===== config.mk =====
export PLATFORM = sky130hd
export DESIGN_NAME = card_dealer_flat
export DESIGN_NICKNAME = d
export VERILOG_FILES = /design/src/rtl/card_pkg.sv /design/src/rtl/card_dealer_if.sv /design/src/rtl/card_dealer_lfsr16.sv /design/src/rtl/card_dealer.sv /design/src/flat_wrapper.sv
export SDC_FILE = /design/constraint.sdc
export NUM_CORES = 1
export LEC_CHECK = 0
export CAP_MARGIN = 20
export CORE_ASPECT_RATIO = 0.75
export CORE_MARGIN = 2
export CORE_UTILIZATION = 49
export DETAILED_ROUTE_END_ITERATION = 16
export HOLD_SLACK_MARGIN = 0.12
export PLACE_DENSITY_LB_ADDON = 0.08
export SLEW_MARGIN = 20
export SYNTH_ARGS = -nofsm -noshare
export SYNTH_HDL_FRONTEND = slang
export SYNTH_SLANG_ARGS = --single-unit
export TNS_END_PERCENT = 5

===== constraint.sdc =====
create_clock -name SYS_CLK -period 3.8 [get_ports SYS_CLK]
set_clock_uncertainty 0.15 [all_clocks]
set_input_delay 0.57 -clock SYS_CLK [delete_from_list [all_inputs] [get_ports SYS_CLK]]
set_output_delay 0.57 -clock SYS_CLK [all_outputs]
set_load 0.03 [all_outputs]

===== src/rtl/card_pkg.sv =====
// Shared constants, state encoding and rank helpers for the card dealer.
package card_pkg;

    localparam int unsigned DECK_SIZE = 52;
    localparam int unsigned RANK_MAX  = 10;
    localparam int unsigned SUIT_CNT  = 4;
    localparam int unsigned TEN_CNT   = 16;
    localparam logic [15:0] LFSR_SEED = 16'hACE1;

    typedef enum logic [1:0] {
        ST_IDLE,
        ST_PICK,
        ST_DELIVER,
        ST_EMPTY
    } state_t;

    // Fold a 4-bit random nibble onto ranks 1..10.
    function automatic logic [3:0] first_rank(input logic [3:0] nib);
        return ((nib >= 4'd10) ? (nib - 4'd10) : nib) + 4'd1;
    endfunction

    function automatic logic [3:0] next_rank(input logic [3:0] rank);
        return (rank == 4'd10) ? 4'd1 : (rank + 4'd1);
    endfunction

    function automatic logic [4:0] full_count(input logic [3:0] rank);
        return (rank == 4'd10) ? 5'(TEN_CNT) : 5'(SUIT_CNT);
    endfunction

endpackage


===== src/rtl/card_dealer_if.sv =====
// Request/deal bus between the game controller and the card dealer.
interface card_dealer_if;

    logic       CARD_REQ;
    logic       SHUFFLE;
    logic       CARD_VLD;
    logic [3:0] CARD_VAL;
    logic [5:0] CARDS_LEFT;
    logic       DECK_EMPTY;
    logic       BUSY;

    modport master (
        output CARD_REQ, SHUFFLE,
        input  CARD_VLD, CARD_VAL, CARDS_LEFT, DECK_EMPTY, BUSY
    );

    modport slave (
        input  CARD_REQ, SHUFFLE,
        output CARD_VLD, CARD_VAL, CARDS_LEFT, DECK_EMPTY, BUSY
    );

endinterface


===== src/rtl/card_dealer_lfsr16.sv =====
// Free-running 16-bit Fibonacci LFSR (taps 16,14,13,11); never reaches zero from the seed.
module lfsr16
    import card_pkg::*;
(
    input  logic        SYS_CLK,
    input  logic        GEN_RES_N,
    output logic [15:0] Q
);

    logic [15:0] r_q;
    logic        w_fb;

    assign w_fb = r_q[0] ^ r_q[2] ^ r_q[3] ^ r_q[5];
    assign Q    = r_q;

    always_ff @(posedge SYS_CLK) begin
        if (!GEN_RES_N) begin
            r_q <= LFSR_SEED;
        end else begin
            r_q <= {w_fb, r_q[15:1]};
        end
    end

endmodule


===== src/rtl/card_dealer.sv =====
// Deals ranks 1..10 from a 52-card deck held as per-rank counters, picking with an LFSR.
module card_dealer
    import card_pkg::*;
(
    input  logic          SYS_CLK,
    input  logic          GEN_RES_N,
    card_dealer_if.slave  bus
);

    state_t      r_state;
    state_t      w_next;
    logic [15:0] w_lfsr;
    logic        w_unused_lfsr_hi;
    logic [4:0]  r_cnt [1:RANK_MAX];
    logic [5:0]  r_left;
    logic [3:0]  r_cand;
    logic [3:0]  r_last;
    logic        w_load;
    logic        w_advance;
    logic        w_deliver;

    lfsr16 u_lfsr (
        .SYS_CLK   (SYS_CLK),
        .GEN_RES_N (GEN_RES_N),
        .Q         (w_lfsr)
    );

    assign w_unused_lfsr_hi = ^w_lfsr[15:4];

    always_ff @(posedge SYS_CLK) begin
        if (!GEN_RES_N) begin
            r_state <= ST_IDLE;
        end else begin
            r_state <= w_next;
        end
    end

    always_comb begin
        w_next    = r_state;
        w_load    = 1'b0;
        w_advance = 1'b0;
        w_deliver = 1'b0;
        case (r_state)
            ST_IDLE: begin
                if (bus.CARD_REQ) begin
                    if (r_left != '0) begin
                        w_next = ST_PICK;
                        w_load = 1'b1;
                    end else begin
                        w_next = ST_EMPTY;
                    end
                end
            end
            ST_PICK: begin
                if (r_cnt[r_cand] != '0) begin
                    w_next = ST_DELIVER;
                end else begin
                    w_advance = 1'b1;
                end
            end
            ST_DELIVER: begin
                w_next    = ST_IDLE;
                w_deliver = 1'b1;
            end
            ST_EMPTY: begin
                w_next = ST_EMPTY;
            end
            default: begin
                w_next = ST_IDLE;
            end
        endcase
        // A restock aborts whatever deal is in flight, including the strobe itself.
        if (bus.SHUFFLE) begin
            w_next    = ST_IDLE;
            w_load    = 1'b0;
            w_advance = 1'b0;
            w_deliver = 1'b0;
        end
    end

    always_ff @(posedge SYS_CLK) begin
        if (!GEN_RES_N) begin
            for (int unsigned r = 1; r <= RANK_MAX; r++) begin
                r_cnt[r] <= full_count(4'(r));
            end
            r_left <= 6'(DECK_SIZE);
            r_cand <= 4'd1;
            r_last <= '0;
        end else if (bus.SHUFFLE) begin
            for (int unsigned r = 1; r <= RANK_MAX; r++) begin
                r_cnt[r] <= full_count(4'(r));
            end
            r_left <= 6'(DECK_SIZE);
        end else begin
            if (w_load) begin
                r_cand <= first_rank(w_lfsr[3:0]);
            end
            if (w_advance) begin
                r_cand <= next_rank(r_cand);
            end
            if (w_deliver) begin
                r_cnt[r_cand] <= r_cnt[r_cand] - 5'd1;
                r_left        <= r_left - 6'd1;
                r_last        <= r_cand;
            end
        end
    end

    assign bus.CARD_VLD   = w_deliver & GEN_RES_N;
    assign bus.CARD_VAL   = bus.CARD_VLD ? r_cand : r_last;
    assign bus.CARDS_LEFT = r_left;
    assign bus.DECK_EMPTY = (r_state == ST_EMPTY);
    assign bus.BUSY       = (r_state != ST_IDLE);

endmodule


===== src/flat_wrapper.sv =====
// flat-port wrapper written by rule: the top's interface ports become plain ports
module card_dealer_flat import card_pkg::*;
  (SYS_CLK, GEN_RES_N, bus_CARD_REQ, bus_SHUFFLE, bus_CARD_VLD, bus_CARD_VAL, bus_CARDS_LEFT, bus_DECK_EMPTY, bus_BUSY);
  card_dealer_if bus_i ();
  input  logic SYS_CLK;
  input  logic GEN_RES_N;
  input wire logic [$bits(bus_i.CARD_REQ)-1:0] bus_CARD_REQ;
  input wire logic [$bits(bus_i.SHUFFLE)-1:0] bus_SHUFFLE;
  output wire logic [$bits(bus_i.CARD_VLD)-1:0] bus_CARD_VLD;
  output wire logic [$bits(bus_i.CARD_VAL)-1:0] bus_CARD_VAL;
  output wire logic [$bits(bus_i.CARDS_LEFT)-1:0] bus_CARDS_LEFT;
  output wire logic [$bits(bus_i.DECK_EMPTY)-1:0] bus_DECK_EMPTY;
  output wire logic [$bits(bus_i.BUSY)-1:0] bus_BUSY;
  assign bus_i.CARD_REQ = bus_CARD_REQ;
  assign bus_i.SHUFFLE = bus_SHUFFLE;
  assign bus_CARD_VLD = bus_i.CARD_VLD;
  assign bus_CARD_VAL = bus_i.CARD_VAL;
  assign bus_CARDS_LEFT = bus_i.CARDS_LEFT;
  assign bus_DECK_EMPTY = bus_i.DECK_EMPTY;
  assign bus_BUSY = bus_i.BUSY;
  card_dealer u_core (.SYS_CLK(SYS_CLK), .GEN_RES_N(GEN_RES_N), .bus(bus_i));
endmodule

* Yosys cells after proc, flatten, opt, wreduce, memory -nomap -nowiden
Memory sizes are Yosys's and may differ from the RTL's. A register that Yosys moved wholly into a read port is not among the register bits.
Index checks and enable logic that the tools add are counted.
** Storage, ports and cells
- Memory bits (writable) :: 50
- Bits in read-only memories :: 0
- Memories kept :: 1
- Register bits :: 32
- Bits in latches :: 0
- Input port bits :: 4
- Logic and storage cells :: 85
** Operators by class
- Multipliers :: 0
- Shift-type cells :: 0
- Muxes and demuxes :: 41
- Add/subtract/negate cells :: 5
- Order comparisons :: 1
- Bitwise logic cells :: 16
- Divide/modulo/power cells :: 0
- Equal/unequal tests :: 6
- Reduce and logical (&&, ||, !) cells :: 10
** Memory list
- u_core.r_cnt :: depth 10, bits a word 5, rd ports 1, clocked after memory_dff 1, wr ports 10, RTL line card_dealer.sv:14 : logic [4:0] r_cnt [1:RANK_MAX];
** Operator list (count)
- $mux 5 :: 11
- $mux 4 :: 8
- $mux 1 :: 18
- $or 1x1->1 :: 10
- $add 4x1->4 const B :: 2
- $pmux 2 s4 :: 1
- $mux 2 :: 3
- $reduce_and 2->1 :: 3
- $reduce_bool 6->1 :: 1
- $sub 6x1->6 const B :: 1
- $reduce_bool 5->1 :: 1
- $reduce_or 5->1 :: 1
- $sub 5x1->5 const B :: 1
- $eq 2x2->1 const B :: 2
- $eq 4x4->1 const B :: 1
- $ge 4x4->1 const B :: 1
- $reduce_bool 2->1 :: 2
- $sub 4x4->4 const B :: 1
- $xor 1x1->1 :: 3
- $eq 2x1->1 const B :: 1
- $logic_not 2->1 :: 1
- $ne 2x1->1 const B :: 1
- $ne 2x2->1 const B :: 1
- $not 1->1 :: 2
- 2 further kinds :: 2

* Longest topological paths before layout
Gate-level depths: netlist of run 1.
- Word-level depth :: 9
- Depth in mapped cells :: 12
- Mapped depth without buffers :: 9

* By module
From an unflattened synthesis of run 1, not the netlist that was laid out.
** Unflattened totals
- Cells, all modules :: 411
- Area, all modules :: 5231.3 um^2
** By module, submodules not included
- card_dealer :: cells an instance 375, instances 1, seq. area each 2802.7 um^2, area an instance 4778.3 um^2
- lfsr16 :: cells an instance 36, instances 1, seq. area each 320.3 um^2, area an instance 452.9 um^2

* Worst setup path after synthesis of run 1
OpenSTA, ideal clock, no wires.
- Path kind :: register to register
- Start point :: register with a tool-made name
- End point :: memory u_core.r_cnt[10][4], data pin
- Data arrival time :: 2.854 ns
- Setup slack :: 0.528 ns
- Setup time :: 0.268 ns
- Data required time :: 3.382 ns
- Clock period less this slack :: 3.272 ns
- Cell stages (with the launch flop) :: 13
- Cells stage by stage :: dfxtp_1 > buf_6 > mux4_2 > mux4_2 > clkbuf_1 > inv_1 > ha_1 > nor2b_1 > a22oi_2 > nor2_1 > xnor2_1 > buf_2 > nand3_1
** RTL lines (RTL line)
- end, declared :: card_dealer.sv:14

==> results of run 1 <==
-- area by class of cell --
class / instances / area share [%]
clock buffers: 19 / 7.67
clock inverters: 13 / 1.53
inverters: 18 / 1.12
multi-input cells: 249 / 30.7
flip-flops and latches: 116 / 51.6
well taps: 136 / 2.81
repair buffers: 32 / 4.63
-- cell families (layout without fill, tap and decap cells) --
| logic type | Yosys count | after routing |
|---|---|---|
| AOI/OAI and AO/OA | 35 | 35 |
| xor gates and xnor gates | 12 | 12 |
| adders and majority gates | 9 | 9 |
| buffers and inverters | 41 | 82 |
| DFF | 116 | 116 |
| muxes | 34 | 34 |
| and+or+nand+nor | 159 | 159 |
-- flip-flops by register name, indices dropped and copies added (netlist names), named ones only --
name / flops
u_core.r_cnt: 80
u_core.bus.CARDS_LEFT: 6
u_core.r_state: 2
u_core.u_lfsr.Q: 16
u_core.r_last: 4
u_core.r_cand: 4
-- layout by cell type, fill, tap and decap left out, types with 6 or more instances in the layout --
cell type	netlist	final
and2_1	10	10
buf_4	3	20
clkbuf_16	0	18
clkdlybuf4s50_1	0	11
dfxtp_1	36	36
edfxtp_1	80	80
ha_1	9	9
inv_1	15	15
mux2i_1	9	9
mux4_2	20	20
nand2_1	45	45
nand2b_1	11	11
nand3_1	15	15
nor2_1	44	44
nor2_2	9	9
nor2b_1	7	7
nor3_1	6	6
o21ai_0	7	7
-- metrics by stage --
step,cell area (um2),utilization [%],total power [mW]
floorplan,5150,-,1.61
global route,6050,59.1,3.25
detailed placement,5480,53.5,1.69
finish,6050,59.1,3.15
CTS,6040,58.9,3.17
global placement,5480,53.5,1.68
-- layer usage --
| metal | vias up | wire length, um | global-route usage (%) |
|---|---|---|---|
| met3 | 6 | 970 | 7.02 |
| li1 | 1511 | - | - |
| met2 | 101 | 4920 | 30.5 |
| met1 | 1589 | 5280 | 33.1 |
| met5 | - | 0 | 0 |
| met4 | 0 | 83 | 7.38 |
-- worst max-delay path, delay by kind of cell (launching register included) --
kind,cells,cell delay (ns)
muxes,2,1.03
and+or+nand+nor,3,0.50
buffers and inverters,2,0.40
DFF,1,0.36
xor gates and xnor gates,1,0.31
adders and majority gates,1,0.26
AOI/OAI and AO/OA,1,0.10
-- power groups by stage --
stage / Sequential, mW / Clock [mW] / Combinational, mW
after floorplan: 1.43 / 0 / 0.177
after global placement: 1.44 / 0 / 0.244
after detailed placement: 1.44 / 0 / 0.248
after CTS: 1.41 / 1.50 / 0.249
after global routing: 1.42 / 1.56 / 0.275
final: 1.41 / 1.48 / 0.251
-- how the worst min path moves through the flow --
stage                              startpoint             endpoint  depth (start not counted)
after detailed placement  u_core.u_lfsr.Q[11]  u_core.u_lfsr.Q[10]                          1
after global routing      u_core.u_lfsr.Q[14]  u_core.u_lfsr.Q[13]                          1
after CTS                 u_core.u_lfsr.Q[14]  u_core.u_lfsr.Q[13]                          1
after global placement    u_core.u_lfsr.Q[14]  u_core.u_lfsr.Q[13]                          1
after floorplan           u_core.u_lfsr.Q[11]  u_core.u_lfsr.Q[10]                          1
final                     u_core.u_lfsr.Q[14]  u_core.u_lfsr.Q[13]                          1
==> results.md, run 1 <==
- Status: complete, no violations
- DP HPWL: 7670 um
- First-pass GRT wire length: 17900 um
- Ys Warns: 0
- Power share of the combinational group: 8.0%
- I/O pin total: 17
- Vias/cell: 5.50
- Register bit total from synthesis: 116
- Clock power share: 47.1%
- Register area: 0.00312 mm2
- # fillers: 873
- Synth top area cells: edfxtp_1, dfxtp_1, mux4_2
- Hold Violations, Final: 0
- Commonest cells post-synth: edfxtp_1, nand2_1, nor2_1
- Post-synth net total: 419
- Cells after Synth: 406
- F_max: 293 MHz
- Setup crit end kind: flip-flop
- Hold Crit Class: flip-flop to flip-flop
- Kind of critical path: flip-flop to flip-flop
- Multi-input gate area: 0.00186 mm2
- Leak: 2.24 nW
- Worst Setup EP: u_core.r_cnt[10][4]
- Clock-pin slew on the worst setup and hold paths: 0.06 ns
- Final Cycle Share: 89.7%
- # hold bufs at CTS: 0
- Post-synth top flop: edfxtp_1
- Gr ovfl total: 0
- ANT nets after route: 0
- Port-buffer cells: 16
- First-pass iteration count of the detailed router: 4
- Cell-by-cell trace of the critical path: buf_12 -> mux4_2 -> mux4_2 -> inv_1 -> ha_1 -> nor2b_1 -> a22oi_2 -> nor2_1 -> xnor2_2 -> nand3_1
- Core Region: 0.0102 mm2
- Max FO, Critical Path: 21
- Most common cell in the netlist: edfxtp_1
- Clock Tree Root: clkbuf_16
- Min Hold Slack: 0.257 ns
- Placed cells: 551
- Die Y: 92.8 um
- Seq/Total Area, Yosys: 60.7%
- RSZ-0062 raised after global routing: no
- Sequential power share: 44.9%
- FFs w/ async S/R, synth: 0%
- Setup Buffers After CTS: 0
- Cts bufs inserted: 17
- Sink Count: 116
- Synth cell types: 47
- Cell taking the most area after synthesis: edfxtp_1
- GPL Wtd Cong: 0.848
- Cts repair resizes: 0
- Crit-path max cell delay: 0.54 ns
- WL/cell: 19.3 um
- Number of synthesized flops with an enable pin: 80
- Drc violations: 0
- Post-Syn Area: 0.00515 mm2
- Worst reg2reg path endpoint: u_core.r_cnt[10][4]
- Peak VDD IR: 0.000380 V
- Row count: 32
- Crit path arrival time: 3.38 ns
- Synth Area in Simple Gates: 14.9%
- Largest net degree at the start of global routing: 28
- Final WL: 11300 um
- GRT Total Usage: 22.2%
- Cell mode on critical path: mux4_2
- Min Clock Period, post-route: 3.41 ns
- Top-area cell type share of the netlist area: 46.7%
- Dpl ws: 0.251 ns
- Switching share of power: 24.4%
- Setup violators final: 0
- Number of non-filler instances in the completed layout: 583
- Die area: 0.0114 mm2
- Starting Density: 50.2%
- Pwr dens: 520 mW/mm2
- Area share of fa/ha/maj cells after synthesis: 2.19%
- Average size of a mapped cell: 12.7 um2
- Layout cells sized above 1: 21.7%
- Clock Tree Buf Depth: 2
- Drt initial violations: 249
- Initial antenna violation count: 0
- Worst R2R Setup Slack: 0.39 ns
- Sum Neg Setup Slack: 0 ns
- Synth Area in Compound Gates: 5.08%
- Slew headroom: 44.5%
- Worst endpoint required time: 3.77 ns
- Register-to-Register Path Depth: 10
- Max Cap Violations: 0
- Vias in the first global route: 3182
- P_int: 2.38 mW
- Max Slew Vio Count: 0
- Startpoint class of the critical path: flip-flop
- Via count: 3207
- P&R area growth vs syn: 17.6%
- Antenna diode count: 0
- Die X: 122 um
- Sw power: 0.767 mW
- Fin nets: 447
- Final WS setup: 0.392 ns
- Slowest cell on the critical path: mux4_2
- H-Tree Depth: 4
- Clk_lat worst skew: 0.42 ns
- Worst-margin pin slew: 0.827 ns
- CTS tree: yes
- Main combinational cell family by area after synthesis: simple AND/OR/NAND/NOR gates
- Synth Area in XOR/XNOR: 2.04%
- Multiplexer area fraction after synthesis: 11.6%
No activity file was read; power rests on OpenSTA's default activity.
==> run 2, diff against run 1 <==
CORE_ASPECT_RATIO = 0.6   (was 0.75)
==> run 2 against run 1 <==
  * Total power rose by 2.7%
  * Hold slack improved by 0.0030 ns
  * Cell count decreased by 0.51%
  * Largest cell class unchanged
  * Clock power up 5%
  * Sequential share of layout area about the same
  * Count of clock-buffer cells in the layout shrank 1
  * Final area about the same
==> results.md, run 2 (synthesis gave the netlist of run 1 again) <==
- Status: complete, no violations
- Sequential power share: 43.9% (-1.0 points)
- Leak: 2.21 nW (-1.5%)
- P_int: 2.45 mW (+3.1%)
- Clock Tree Buf Depth: 2 (unchanged)
- Reg with most FFs: u_core.r_cnt
- Crit path arrival time: 3.57 ns (+0.19 ns)
- Hold Path Depth: 1 (unchanged)
- GRT Total Usage: 21.8% (-0.42 points)
- Drt initial violations: 298 (+20%)
- Die Y: 83.4 um (-10%)
- H-Tree Depth: 4 (unchanged)
- Fin nets: 445 (-0.45%)
- Sw power: 0.776 mW (+1.2%)
- CTS tree: yes
- Switching share of power: 24.0% (-0.34 points)
- Most common cell after layout, fill and taps aside: edfxtp_1
- RSZ-0062 raised after global routing: no
- Startpoint class of the critical path: flip-flop
- Drc violations: 0 (unchanged)
- Starting Density: 51.2% (+0.98 points)
- Layout cells sized above 1: 20.7% (-1.0 points)
- Worst endpoint required time: 4.00 ns (+0.23 ns)
- Initial antenna violation count: 0 (unchanged)
- Gr ovfl total: 0 (unchanged)
- Peak VDD IR: 0.000368 V (-3.2%)
- Setup Buffers After CTS: 0 (unchanged)
- Register-to-Register Path Depth: 10 (unchanged)
- Port-buffer cells: 16 (unchanged)
- ANT nets after route: 0 (unchanged)
- Flip-flop count of the largest register after layout: 80 (unchanged)
- DP HPWL: 7940 um (+3.6%)
- Clock power share: 48.4% (+1.3 points)
- Sum Neg Setup Slack: 0 ns (unchanged)
- Min Clock Period, post-route: 3.38 ns (-0.0313 ns)
- Worst-margin pin slew: 0.797 ns (-0.0294 ns)
- Final WL: 11300 um (+0.21%)
- Antenna diode count: 0 (unchanged)
- Setup crit end kind: flip-flop
- I/O pin total: 17 (unchanged)
- Slew headroom: 46.7% (+2.3 points)
- Max Slew Vio Count: 0 (unchanged)
- First-pass iteration count of the detailed router: 5 (+1)
- F_max: 296 MHz (+0.93%)
- Most frequent cells in the layout: edfxtp_1, nand2_1, nor2_1
- WL/cell: 19.4 um (+0.73%)
- Clock Tree Root: clkbuf_16
- Clock-pin slew on the worst setup and hold paths: 0.06 ns (about the same)
- Kind of critical path: flip-flop to flip-flop
- Worst hold start: u_core.u_lfsr.Q[12]
- Final Cycle Share: 88.9% (-0.82 points)
- Vias in the first global route: 3138 (-1.4%)
- Pwr dens: 533 mW/mm2 (+2.6%)
- Max FO, Critical Path: 21 (unchanged)
- Hold Crit Class: flip-flop to flip-flop
- Core Region: 0.0101 mm2 (-1.9%)
- Post-layout util: 60.2% (+1.2 points)
- Clk_lat worst skew: 0.41 ns (about the same)
- Die area: 0.0114 mm2 (+0.16%)
- # hold bufs at CTS: 0 (unchanged)
- Max Cap Violations: 0 (unchanged)
- Min Hold Slack: 0.260 ns (+0.00299 ns)
- Largest net degree at the start of global routing: 28 (unchanged)
- Row count: 28 (-13%)
- Cts bufs inserted: 17 (unchanged)
- Power share of the combinational group: 7.7% (-0.3 points)
- Via count: 3225 (+0.56%)
- Sink Count: 116 (unchanged)
- Die X: 136 um (+11%)
- GPL Wtd Cong: 0.834 (-1.6%)
- Cts repair resizes: 0 (unchanged)
- Setup violators final: 0 (unchanged)
- First-pass GRT wire length: 17800 um (-0.65%)
- P&R area growth vs syn: 17.6% (about the same)
- Vias/cell: 5.56 (+1.1%)
- Hold Violations, Final: 0 (unchanged)
[run 2: changes by cell type in the layout (fill, tap and decap cells not counted), moves of 2 or more]
cell        change
clkinvlp_4      +5
inv_4           -4
clkinv_2        -3
buf_4           -2
bufinv_16       +2
[run 2: layout make-up]
cell class                 instances  area [um2]
timing repair buffer              30         265
tap                              135         169
fill                             783        4000
multi-input combinational        249        1850
clock inverter                    14         154
clock buffer                      18         429
inverter                          18        67.6
sequential                       116        3120
[run 2: worst max-delay path, cell delays in order (launching register included)]
cell     delay, ns
dfxtp_1       0.35
buf_12        0.21
mux4_2        0.54
mux4_2        0.48
inv_1         0.20
ha_1          0.23
nor2b_1       0.17
a22oi_2       0.10
o41ai_2       0.41
mux2_1        0.38
nor2_1        0.08
[run 2: worst paths after layout]
kind                            slack (ns)                  end
worst max-delay path                  0.42    u_core.r_state[0]
worst min-delay path                  0.26  u_core.u_lfsr.Q[11]
worst max register to register        0.42    u_core.r_state[0]
worst min register to register        0.26  u_core.u_lfsr.Q[11]
[run 2: routing by layer]
layer  part of all wire (%)  track usage (%)
met1                     51             35.3
met2                     40             27.7
met3                    7.2             6.11
met4                    1.0             6.72
met5                      0                0
[run 2: through the flow]
stage | cell area [um2] | std cells | setup WS (ns) | power (mW)
6_report | 6060 | 580 | 0.423 | 3.23
2_1_floorplan | 5150 | 406 | 0.528 | 1.61
3_3_place_gp | 5470 | 548 | 0.373 | 1.68
4_1_cts | 6050 | 580 | 0.222 | 3.25
5_1_grt | 6060 | 580 | 0.296 | 3.33
3_5_place_dp | 5470 | 548 | 0.243 | 1.69
[run 2: power groups by stage]
stage	combinational, mW	clock, mW	sequential (mW)
finish	0.248	1.56	1.42
CTS	0.246	1.59	1.42
floorplan	0.177	0	1.43
global placement	0.240	0	1.44
global route	0.267	1.64	1.42
detailed placement	0.244	0	1.44
